File: config.mk
export PLATFORM = sky130hd
export DESIGN_NAME = seq_subtractor
export DESIGN_NICKNAME = d
export VERILOG_FILES = /design/src/rtl/seq_subtractor.sv
export SDC_FILE = /design/constraint.sdc
export NUM_CORES = 1
export LEC_CHECK = 0
export BUFFER_PORTS_ARGS = -buffer_cell sky130_fd_sc_hd__buf_2
export CORE_ASPECT_RATIO = 1.2
export CORE_MARGIN = 4
export CORE_UTILIZATION = 45
export CTS_CLUSTER_SIZE = 14
export DETAILED_ROUTE_END_ITERATION = 8
export GPL_TIMING_DRIVEN = 0
export PLACE_DENSITY_LB_ADDON = 0.2
export SLEW_MARGIN = 20
export SYNTH_ARGS = -nofsm -noshare
export SYNTH_HDL_FRONTEND = slang
export SYNTH_SLANG_ARGS = --single-unit
File: constraint.sdc
create_clock -name clk -period 3.5 [get_ports clk]
set_input_delay 0.875 -clock clk [delete_from_list [all_inputs] [get_ports clk]]
set_output_delay 0.875 -clock clk [all_outputs]
set_load 0.05 [all_outputs]
File: src/rtl/seq_subtractor.sv
// Digit-serial subtractor: difference = A - B - BIn, DIGIT bits per clock, LSB digit first.
// Borrow ripples between digits through a registered flop.
//
// state | meaning
// ------+-------------------------------------------------------------
// IDLE  | waiting for start; result and flags of last op are held
// RUN   | one digit per edge, counter selects digit k
// DONE  | single cycle, done=1; start here is accepted back-to-back
module seq_subtractor #(
    parameter int WIDTH = 16,
    parameter int DIGIT = 4
) (
    input  logic             clk,
    input  logic             reset_n,
    input  logic             start,
    output logic             ready,
    input  logic [WIDTH-1:0] A,
    input  logic [WIDTH-1:0] B,
    input  logic             BIn,
    input  logic             is_signed,
    output logic [WIDTH-1:0] difference,
    output logic             BOut,
    output logic             overflow,
    output logic             zero,
    output logic             done
);

    localparam int NDIG = WIDTH / DIGIT;
    localparam int CW   = (NDIG > 1) ? $clog2(NDIG) : 1;
    localparam int MSB  = WIDTH - 1;

    typedef enum logic [1:0] {
        IDLE = 2'd0,
        RUN  = 2'd1,
        DONE = 2'd2
    } state_t;

    state_t           state_q, state_d;
    logic [CW-1:0]    cnt_q, cnt_d;
    logic             borrow_q, borrow_d;
    logic [WIDTH-1:0] a_q, a_d;
    logic [WIDTH-1:0] b_q, b_d;
    logic             signed_q, signed_d;
    logic [WIDTH-1:0] diff_q, diff_d;
    logic             bout_q, bout_d;
    logic             ovf_q, ovf_d;
    logic             zero_q, zero_d;

    int               digit_lsb;
    logic [DIGIT-1:0] a_dig, b_dig;
    logic [DIGIT:0]   sub;

    always_comb begin
        state_d   = state_q;
        cnt_d     = cnt_q;
        borrow_d  = borrow_q;
        a_d       = a_q;
        b_d       = b_q;
        signed_d  = signed_q;
        diff_d    = diff_q;
        bout_d    = bout_q;
        ovf_d     = ovf_q;
        zero_d    = zero_q;

        digit_lsb = int'(cnt_q) * DIGIT;
        a_dig     = a_q[digit_lsb +: DIGIT];
        b_dig     = b_q[digit_lsb +: DIGIT];
        sub       = {1'b0, a_dig} - {1'b0, b_dig} - {{DIGIT{1'b0}}, borrow_q};

        case (state_q)
            IDLE, DONE: begin
                state_d = IDLE;
                if (start) begin
                    a_d      = A;
                    b_d      = B;
                    signed_d = is_signed;
                    borrow_d = BIn;
                    cnt_d    = '0;
                    state_d  = RUN;
                end
            end
            RUN: begin
                diff_d[digit_lsb +: DIGIT] = sub[DIGIT-1:0];
                borrow_d = sub[DIGIT];
                cnt_d    = cnt_q + CW'(1);
                if (cnt_q == CW'(NDIG - 1)) begin
                    // Flags are taken from the fully assembled result on the last digit.
                    state_d = DONE;
                    cnt_d   = '0;
                    bout_d  = sub[DIGIT];
                    zero_d  = (diff_d == '0);
                    ovf_d   = signed_q ? ((a_q[MSB] != b_q[MSB]) && (diff_d[MSB] != a_q[MSB]))
                                       : sub[DIGIT];
                end
            end
            default: state_d = IDLE;
        endcase
    end

    always_ff @(posedge clk) begin
        if (!reset_n) begin
            state_q  <= IDLE;
            cnt_q    <= '0;
            borrow_q <= 1'b0;
            a_q      <= '0;
            b_q      <= '0;
            signed_q <= 1'b0;
            diff_q   <= '0;
            bout_q   <= 1'b0;
            ovf_q    <= 1'b0;
            zero_q   <= 1'b0;
        end else begin
            state_q  <= state_d;
            cnt_q    <= cnt_d;
            borrow_q <= borrow_d;
            a_q      <= a_d;
            b_q      <= b_d;
            signed_q <= signed_d;
            diff_q   <= diff_d;
            bout_q   <= bout_d;
            ovf_q    <= ovf_d;
            zero_q   <= zero_d;
        end
    end

    assign ready      = (state_q != RUN);
    assign done       = (state_q == DONE);
    assign difference = diff_q;
    assign BOut       = bout_q;
    assign overflow   = ovf_q;
    assign zero       = zero_q;

endmodule

Yosys cells after proc, flatten, opt, wreduce, memory -nomap -nowiden --
Cells that the tools add are included.
Word-level totals: flip-flop bits (word level) 57, input port bits 37, output and inout port bits 21
Operators by class: $add $sub $neg 4, equality and inequality tests 8, shift operators 4, muxes and demuxes 10, reduce and logical (&&, ||, !) cells 8
Operators by type and width (count):
- $neg A4 Y33 | 1
- $shift A4 B33 Y16 const A | 1
- $shiftx A4 B33 Y16 | 1
- $shiftx A16 B5 Y4 | 2
- $bwmux W16 | 1
- $logic_not A16 Y1 | 1
- $pmux W2 S2 | 2
- $mux W2 | 3
- $reduce_and A2 Y1 | 3
- $sub A4 B4 Y5 | 1
- $sub A5 B1 Y5 | 1
- $eq A2 B2 Y1 const B | 2
- $ne A2 B2 Y1 const B | 2
- $mux W1 | 3
- $add A2 B1 Y2 const B | 1
- $eq A2 B1 Y1 const B | 1
- $logic_not A2 Y1 | 1
- $ne A1 B1 Y1 | 2
- $ne A2 B1 Y1 const B | 1
- $pmux W1 S2 | 1
- $reduce_bool A2 Y1 | 1
- $reduce_or A2 Y1 | 1
- $logic_and A1 B1 Y1 | 1

Depth between registers and ports, before layout --
Gate-level depths: netlist of the first run.
depth after elaboration 8, depth in mapped cells 12, depth with buffers taken out 10

Least setup slack after synthesis of the first run --
OpenSTA, ideal clock, no wires.
path kind reg2reg, start point register cnt_q[0], end point register zero_q, in the netlist zero, arrival 3.161 ns, path slack 0.223 ns, cell stages (with the launch flop) 11, buffers on the path 2, clock period less this slack 3.277 ns, cells stage by stage dfxtp_1 buf_6 clkbuf_1 mux4_2 fa_1 fa_1 nor3b_1 mux2i_1 and4_1 nand4_1 o21ai_2
On the way: word-level cells in the longest chain between the ends 6, elaborated cells on any way between the ends 11
Ends and longest elaborated chain:
- start, declared | RTL line 39 | logic [CW-1:0] cnt_q, cnt_d;
- start signal, assigned | RTL line 114 | cnt_q <= cnt_d;
- $shiftx A16 B5 Y4, on equally long branches | RTL line 66, 67
- $sub A4 B4 Y5 | RTL line 68 | sub = {1'b0, a_dig} - {1'b0, b_dig} - {{DIGIT{1'b0}}, borrow_q};
- $sub A5 B1 Y5 | RTL line 68
- $shiftx A4 B33 Y16 | RTL line 83 | diff_d[digit_lsb +: DIGIT] = sub[DIGIT-1:0];
- $bwmux W16 | RTL line 83
- $logic_not A16 Y1 | RTL line 91 | zero_d = (diff_d == '0);
- end signal, assigned | RTL line 122 | zero_q <= zero_d;
- end, declared | RTL line 47 | logic zero_q, zero_d;
Parallel ways exist; a longest one is shown, timed or not. A chain may end at the register's enable or synchronous reset.

Final worst setup path of the first run --
start point register cnt_q[0], end point register ovf_q, in the netlist overflow
On the way: word-level cells in the longest chain between the ends 8, elaborated cells on any way between the ends 13
Ends and longest elaborated chain:
- $shiftx A16 B5 Y4, on equally long branches | RTL line 66, 67
- $sub A4 B4 Y5 | RTL line 68
- $sub A5 B1 Y5 | RTL line 68
- $shiftx A4 B33 Y16 | RTL line 83
- $bwmux W16 | RTL line 83
- $ne A1 B1 Y1 | RTL line 92 | ovf_d = signed_q ? ((a_q[MSB] != b_q[MSB]) && (diff_d[MSB] != a_q[MSB]))
- $logic_and A1 B1 Y1 | RTL line 92
- $mux W1 | RTL line 92
- end signal, assigned | RTL line 121 | ovf_q <= ovf_d;
- end, declared | RTL line 46 | logic ovf_q, ovf_d;
Parallel ways exist; a longest one is shown, timed or not.

==> flow_summary_export.csv, run 1 <==
group,metric,value,unit
floorplan,ios,58,
floorplan,start_util,46.7,%
power,ir_drop,0.000277,V
drt,drc_errors,0,
synth,synth.avg_cell_area,8.83,um^2
clock_network,cts_buffer_depth,2,
synth,synth_compound_area_share,18.8,%
clock_network,clk_pin_slew_worst_paths,0.07,ns
placed_design,dpl_worst_slack,-0.322,ns
floorplan,die_width,80.6,um
drt,antenna_left,0,
global_routing,grt_max_degree,18,
drt,drt_iter0_drc,70,
setup_path,crit_chain,"buf_6 -> mux4_2 -> fa_1 -> ha_1 -> a21oi_2 -> xnor2_1 -> a31o_1 -> mux2i_1 -> o21ai_1",
hold_path,hold_path_class,"reg -> reg",
timing,tns,0,ns
timing,hold_viol_final,0,
synth,synth_flop_cell,"dfxtp_1",
floorplan,dieArea,7660,um^2
clock_network,cts_setup_buffers,0,
hold_path,hp-start,"a_q[5]",
setup_path,required,3.72,ns
power,powerDensity,468,nW/um^2
timing,finalSetupViolCount,0,
clock_network,cts-resized-gates,0,
timing,fin_crit_sh,91.4,%
synth,yosys-top-cells-area,"dfxtp_1 (40%), nand2_1 (10%), a21boi_0 (6.9%)",
power,power_frac_clock,34.5,%
job,maxCapViolations,0,
timing,tightest_slew,0.940,ns
setup_path,worstReg2RegEnd,"overflow",
global_routing,gr-total-overflow,0,
setup_path,crit_type,"reg -> reg",
clock_network,insertion_delay,0.33,ns
clock_network,htreeDepth,3,
timing,slew_headroom,36.5,%
setup_path,slowest_delay,0.54,ns
synth,yosysTopAreaCell,"dfxtp_1",
synth,synth_top_family_by_area,"simple AND/OR/NAND/NOR gates",
power,leakage,1.40,nW
hold_path,hold-path-endpoint,"a_q[5]",
global_routing,antenna_found_initial,0,
power,p_sw,485,uW
power,swShare,30.4,%
synth,synthSimpleGateAreaFrac,22.5,%
synth,synthXorXnorAreaFrac,0.924,%
setup_path,critical_path_arrival,3.42,ns
drt,drt-vias-per-instance,5.22,
synth,synth_edf_count,0,
setup_path,cp_slowest_cell,"mux4_2",
placed_design,hpwl,5.08,mm
timing,final.setup.worst_slack,0.302,ns
global_routing,grt_usage,19.3,%
global_routing,grt_pass1_wl,11.3,mm
drt,dr.pass1.iters,4,
finish,layout-drive-gt1-share,21.1,%
synth,synthMuxAreaShare,7.04,%
setup_path,cp-start-kind,"flip-flop",
finish,antenna_cells,0,
synth,async_flop_share,0,%
clock_network,tritoncts,"built",
clock_network,holdBufCountCts,0,
status,status,"finished clean",
finish,final_nets,438,
setup_path,path_buf_inv,1,
floorplan,die_h,95.1,um
synth,ys_warn_count,0,
power,pwr-share-comb,21.0,%
setup_path,worstReg2RegStart,"cnt_q[0]",
setup_path,r2r_slack,0.30,ns
synth,syn_area,2840,um^2
placed_design,gp_congestion,0.827,
hold_path,holdPathStages,2,
setup_path,cp_top_family,"adder cells",
setup_path,end_kind,"flip-flop",
timing,fin_skew,0.00495,ns
synth,synth_cells,322,
clock_network,clockRootBuffer,"clkbuf_8",
synth,synth_cell_types,42,
setup_path,worstRegToRegCells,9,
synth,synth_top_area_share,40.1,%
placed_design,place.port_buffers,57,
timing,maxSlewViolCount,0,
timing,rsz0062_at_grt,"false",
drt,num_vias,2486,
power,pwr-share-seq,44.5,%
floorplan,coreArea,6090,um^2
timing,fin_crit,3.20,ns
timing,fmax,313,MHz
drt,routed_wl,6.71,mm
clock_network,clock-sinks,57,
floorplan,rows,31,
global_routing,grt_pass1_vias,2471,
synth,synth_fa_ha_area_share,5.81,%
power,p_int,1.11,mW
clock_network,cts_buffers,9,
synth,ys_seq_elements,57,
drt,wl_per_cell,14.1,um
setup_path,crit_fanout,17,
synth,syn_nets,371,
synth,synth-seq-area-share,40.1,%
finish,syn_to_final_growth,19.6,%
sequential cells by signal (all words and copies together), names as in the netlist:
| register | count |
|---|---|
| state_q | 2 |
| b_q | 16 |
| a_q | 16 |
| difference | 16 |
| zero | 1 |
| borrow_q | 1 |
| BOut | 1 |
| overflow | 1 |
| signed_q | 1 |
| cnt_q | 2 |
cell families (layout without fill, tap and decap cells):
logic type      after synthesis  count (layout)
flops                        57              57
simple gates                134             134
xor+xnor                      3               3
buf+inv                      34             106
compound gates               72              72
mux                          10              10
fa+ha+maj                    12              12
power groups by stage:
stage / Clock, mW / Combinational [mW] / Sequential [mW]
floorplan: 0 / 0.210 / 0.750
global placement: 0 / 0.326 / 0.721
detailed placement: 0 / 0.333 / 0.723
CTS: 0.563 / 0.333 / 0.709
global route: 0.594 / 0.371 / 0.713
finish: 0.550 / 0.334 / 0.709
worst reg2reg max path: cells and delay by family (launching register included):
| kind | cells | cell delay [ns] |
|---|---|---|
| AO/OA/AOI/OAI | 3 | 0.46 |
| XOR/XNOR | 1 | 0.53 |
| adder cells (fa/ha/maj) | 2 | 0.74 |
| buffers and inverters | 1 | 0.23 |
| flip-flops | 1 | 0.40 |
| multiplexers | 2 | 0.75 |
cells in the final DEF (no fill, tap or decap), types with 3 or more instances in the layout:
| cell | n |
|---|---|
| o21ai_0 | 6 |
| dfxtp_1 | 57 |
| nor2b_1 | 20 |
| clkinv_2 | 3 |
| inv_1 | 12 |
| o211a_1 | 4 |
| nand4_1 | 4 |
| nor2_1 | 8 |
| nor3b_1 | 4 |
| ha_1 | 10 |
| a22oi_1 | 7 |
| clkbuf_1 | 21 |
| nand2b_1 | 3 |
| buf_2 | 58 |
| a32oi_1 | 3 |
| and2_1 | 4 |
| a21boi_0 | 26 |
| clkbuf_8 | 11 |
| mux4_2 | 8 |
| a21oi_1 | 5 |
| a21boi_1 | 10 |
| nand2_1 | 79 |
cells in the mapped netlist (3+ instances only):
cell,instances
a21boi_0,26
a21boi_1,10
a21oi_1,5
a22oi_1,7
a32oi_1,3
and2_1,4
clkbuf_1,20
dfxtp_1,57
ha_1,10
inv_1,12
mux4_2,8
nand2_1,79
nand2b_1,3
nand4_1,4
nor2_1,8
nor2b_1,20
nor3b_1,4
o211a_1,4
o21ai_0,6
worst max-delay path by stage:
stage                         from       end  slack (ns)  cells after the start
after global routing      cnt_q[0]  overflow        0.10                      9
final                     cnt_q[0]  overflow        0.30                      9
after detailed placement  cnt_q[0]  overflow       -0.32                     10
after global placement    cnt_q[0]  overflow       -0.27                     10
after floorplan           cnt_q[0]      zero        0.22                     10
after CTS                 cnt_q[0]  overflow        0.29                      9
layer usage:
metal	part of all wire, %	up-vias	track usage (%)
met5	0	-	0
met4	1.6	0	7.32
met3	4.6	9	4.91
met2	50	61	33.5
met1	43	1169	22.7
li1	-	1247	-
stage by stage:
step / hold WS [ns] / util [%] / cells / total power [mW] / area, um^2
6_report: 0.450 / 55.8 / 476 / 1.59 / 3400
5_1_grt: 0.481 / 55.8 / 476 / 1.68 / 3400
2_1_floorplan: 0.432 / - / 322 / 0.960 / 2840
3_5_place_dp: 0.446 / 53.1 / 461 / 1.06 / 3230
3_3_place_gp: 0.443 / 53.1 / 461 / 1.05 / 3230
4_1_cts: 0.455 / 55.8 / 476 / 1.60 / 3400
cell type report:
| class | instances | area [um^2] |
|---|---|---|
| multi-input cells | 231 | 1570 |
| inverters | 12 | 45.0 |
| plain buffers | 21 | 87.6 |
| flip-flops and latches | 57 | 1140 |
| well taps | 82 | 103 |
| repair buffers | 57 | 285 |
| clock buffers | 13 | 159 |
| fillers | 626 | 2690 |
| clock inverters | 3 | 15.0 |
Power figures use the tool's default switching activity.
==> run 2, diff against run 1 <==
Settings changed: ABC_AREA set to 1, CTS_BUF_LIST set to sky130_fd_sc_hd__clkbuf_8, SETUP_SLACK_MARGIN set to 0.1.
==> run 2 against run 1 <==
  * Combinational power increased by 37%
  * Count of clock-buffer cells in the layout shrank 3
  * Worst setup slack improved by 0.043 ns
  * Register-to-register slack better by 0.04 ns
  * Via count rose by 14%
  * Maximum frequency is 1.4% higher
  * Critical endpoint is now zero
  * Largest cell class unchanged
==> flow_summary_export.csv, run 2 <==
group,metric,value,unit
finish,layout-drive-gt1-share,17.0,%
synth,yosys-top-cells-area,"dfxtp_1 (40%), nor2_1 (13%), o21ai_0 (9.2%)",
finish,layout_common_cells,"nor2_1 (96), nand2_1 (65), buf_2 (57)",
placed_design,hpwl,5.33,mm
power,powerDensity,558,nW/um^2
timing,finalSetupViolCount,0,
synth,ys_seq_elements,57,
synth,synth_cells,415,
setup_path,path_buf_inv,2,
placed_design,place.port_buffers,57,
synth,synth_commonest_cells,"nor2_1 (96), nand2_1 (65), dfxtp_1 (57)",
finish,seq_area,1150,um^2
synth,synth.most_common_cell,"nor2_1",
clock_network,clockRootBuffer,"clkbuf_8",
clock_network,htreeDepth,3,
clock_network,insertion_delay,0.34,ns
drt,routed_wl,7.02,mm
hold_path,hold_path_class,"reg -> reg",
finish,syn_to_final_growth,23.0,%
timing,holdWs,0.463,ns
timing,tightest_slew,0.504,ns
hold_path,hold-path-endpoint,"overflow",
setup_path,slowest_delay,0.49,ns
timing,fin_crit_sh,90.1,%
hold_path,holdPathStages,2,
setup_path,crit_fanout,10,
finish,multiInputGateArea,1440,um^2
setup_path,cp_slowest_cell,"fa_1",
synth,synth-seq-area-share,40.2,%
synth,synth_edf_count,0,
floorplan,dieArea,7650,um^2
synth,async_flop_share,0,%
clock_network,clock-sinks,57,
power,power_frac_clock,38.7,%
timing,maxSlewViolCount,0,
drt,dr.pass1.iters,4,
placed_design,gp_congestion,0.911,
floorplan,ios,58,
global_routing,grt_pass1_wl,11.3,mm
drt,num_vias,2827,
setup_path,crit_type,"reg -> reg",
timing,hold_viol_final,0,
floorplan,die_h,95.0,um
drt,wl_per_cell,12.3,um
power,p_int,1.35,mW
power,pwr-share-comb,23.4,%
timing,slew_headroom,66.3,%
finish,final_common_cell,"nor2_1",
drt,antenna_left,0,
clock_network,clk_pin_slew_worst_paths,0.07,ns
status,status,"finished clean",
synth,synth_cell_types,29,
timing,fin_crit,3.16,ns
timing,tns,0,ns
power,pwr-share-seq,37.9,%
setup_path,cp_top_family,"adder cells",
power,ir_drop,0.000446,V
timing,rsz0062_at_grt,"false",
setup_path,r2r_slack,0.34,ns
setup_path,worstReg2RegEnd,"zero",
global_routing,gr-total-overflow,0,
setup_path,cp-start-kind,"flip-flop",
drt,drc_errors,0,
hold_path,hp-start,"overflow",
finish,antenna_cells,0,
synth,synth.avg_cell_area,6.84,um^2
timing,fmax,317,MHz
drt,drt_iter0_drc,117,
floorplan,coreArea,6090,um^2
synth,synth_top_area_share,40.2,%
power,leakage,1.72,nW
drt,drt-vias-per-instance,4.97,
power,p_sw,604,uW
power,swShare,31.0,%
setup_path,required,3.76,ns
synth,syn_nets,464,
clock_network,holdBufCountCts,0,
setup_path,worstReg2RegStart,"cnt_q[0]",
timing,fin_skew,0.0123,ns
floorplan,die_width,80.5,um
finish,final_nets,531,
job,maxCapViolations,0,
clock_network,cts_buffers,9,
global_routing,grt_usage,19.2,%
global_routing,grt_max_degree,22,
synth,yosysTopAreaCell,"dfxtp_1",
synth,syn_area,2840,um^2
synth,ys_warn_count,0,
setup_path,crit_chain,"buf_6 -> buf_4 -> nand2_1 -> a32o_1 -> fa_2 -> fa_1 -> nand2_1 -> nor2_1 -> a21boi_1 -> nand2_1 -> nor2_1 -> nand3_1 -> nor2_1 -> nand2_1 -> nor2_1 -> nand3b_1 -> a21oi_1",
floorplan,start_util,46.6,%
setup_path,critical_path_arrival,3.42,ns
synth,synth_flop_cell,"dfxtp_1",
finish,n_fill_cell,607,
global_routing,antenna_found_initial,0,
clock_network,tritoncts,"built",
setup_path,worstRegToRegCells,17,
floorplan,rows,31,
global_routing,grt_pass1_vias,2576,
setup_path,end_kind,"flip-flop",
clock_network,cts_buffer_depth,2,
-- run 2: cell count changes after synthesis, moves of 12 or more --
cell / change
o21ai_0: +46
nor2b_1: -20
nand2_1: -14
a21boi_0: -25
o211ai_1: +12
a21oi_1: +16
inv_1: +35
nor2_1: +88
-- run 2: cell families (layout without fill, tap and decap cells) --
family	Yosys count	in the layout	synth area share, %
fa+ha+maj	12	12	5.82
xor+xnor	2	2	0.617
compound gates	95	95	18.8
buf+inv	69	141	9.43
flops	57	57	40.2
simple gates	180	180	25.1
-- run 2: timing repair --
action | 4_1_cts | 5_1_grt
pin swaps | 0 | 1
resized for setup | 4 | 10
endpoints found under the setup margin | 1 | 1
buffers inserted | 0 | 0
-- run 2: cell type report --
class                      instances  share of cell area (%)
timing repair buffer              57                    8.17
inverter                          49                    5.27
tap                               82                    2.94
sequential                        57                    32.9
clock buffer                      10                    3.94
buffer                            19                    2.62
clock inverter                     6                    3.01
multi-input combinational        289                    41.1
-- run 2: worst max-delay path by stage --
stage,startpoint,to,slack (ns),cells after the start
after floorplan,cnt_q[0],zero,0.35,17
after global placement,cnt_q[0],zero,-0.15,17
after detailed placement,cnt_q[0],zero,-0.16,17
after CTS,cnt_q[1],zero,0.11,17
after global routing,cnt_q[0],zero,0.12,17
final,cnt_q[0],zero,0.34,17
-- run 2: through the flow --
step | setup WS (ns) | cells | util [%] | power (mW) | cell area, um^2
4_1_cts | 0.111 | 569 | 57.0 | 1.95 | 3470
3_3_place_gp | -0.154 | 554 | 53.0 | 1.20 | 3230
2_1_floorplan | 0.354 | 415 | - | 1.08 | 2840
6_report | 0.345 | 569 | 57.3 | 1.95 | 3490
3_5_place_dp | -0.163 | 554 | 53.0 | 1.20 | 3230
5_1_grt | 0.118 | 569 | 57.3 | 2.05 | 3490
-- run 2: metal layers --
metal,GRT usage [%],wire (um),up-vias
li1,-,-,1471
met1,22.0,2950,1294
met2,33.7,3620,53
met3,5.20,334,9
met4,7.75,106,0
met5,0,0,-
-- run 2: worst register-to-register path, cell delays in order, from the launching register on --
cell,delay [ns]
dfxtp_4,0.41
buf_6,0.16
buf_4,0.17
nand2_1,0.07
a32o_1,0.28
fa_2,0.39
fa_1,0.49
nand2_1,0.11
nor2_1,0.07
a21boi_1,0.19
nand2_1,0.07
nor2_1,0.12
nand3_1,0.08
nor2_1,0.08
nand2_1,0.08
nor2_1,0.10
nand3b_1,0.09
a21oi_1,0.12
-- run 2: power by group through the flow --
stage | logic [mW] | clock network [mW] | registers [mW]
floorplan | 0.280 | 0 | 0.800
global placement | 0.444 | 0 | 0.752
detailed placement | 0.453 | 0 | 0.752
CTS | 0.455 | 0.761 | 0.739
global route | 0.518 | 0.793 | 0.744
finish | 0.456 | 0.754 | 0.738
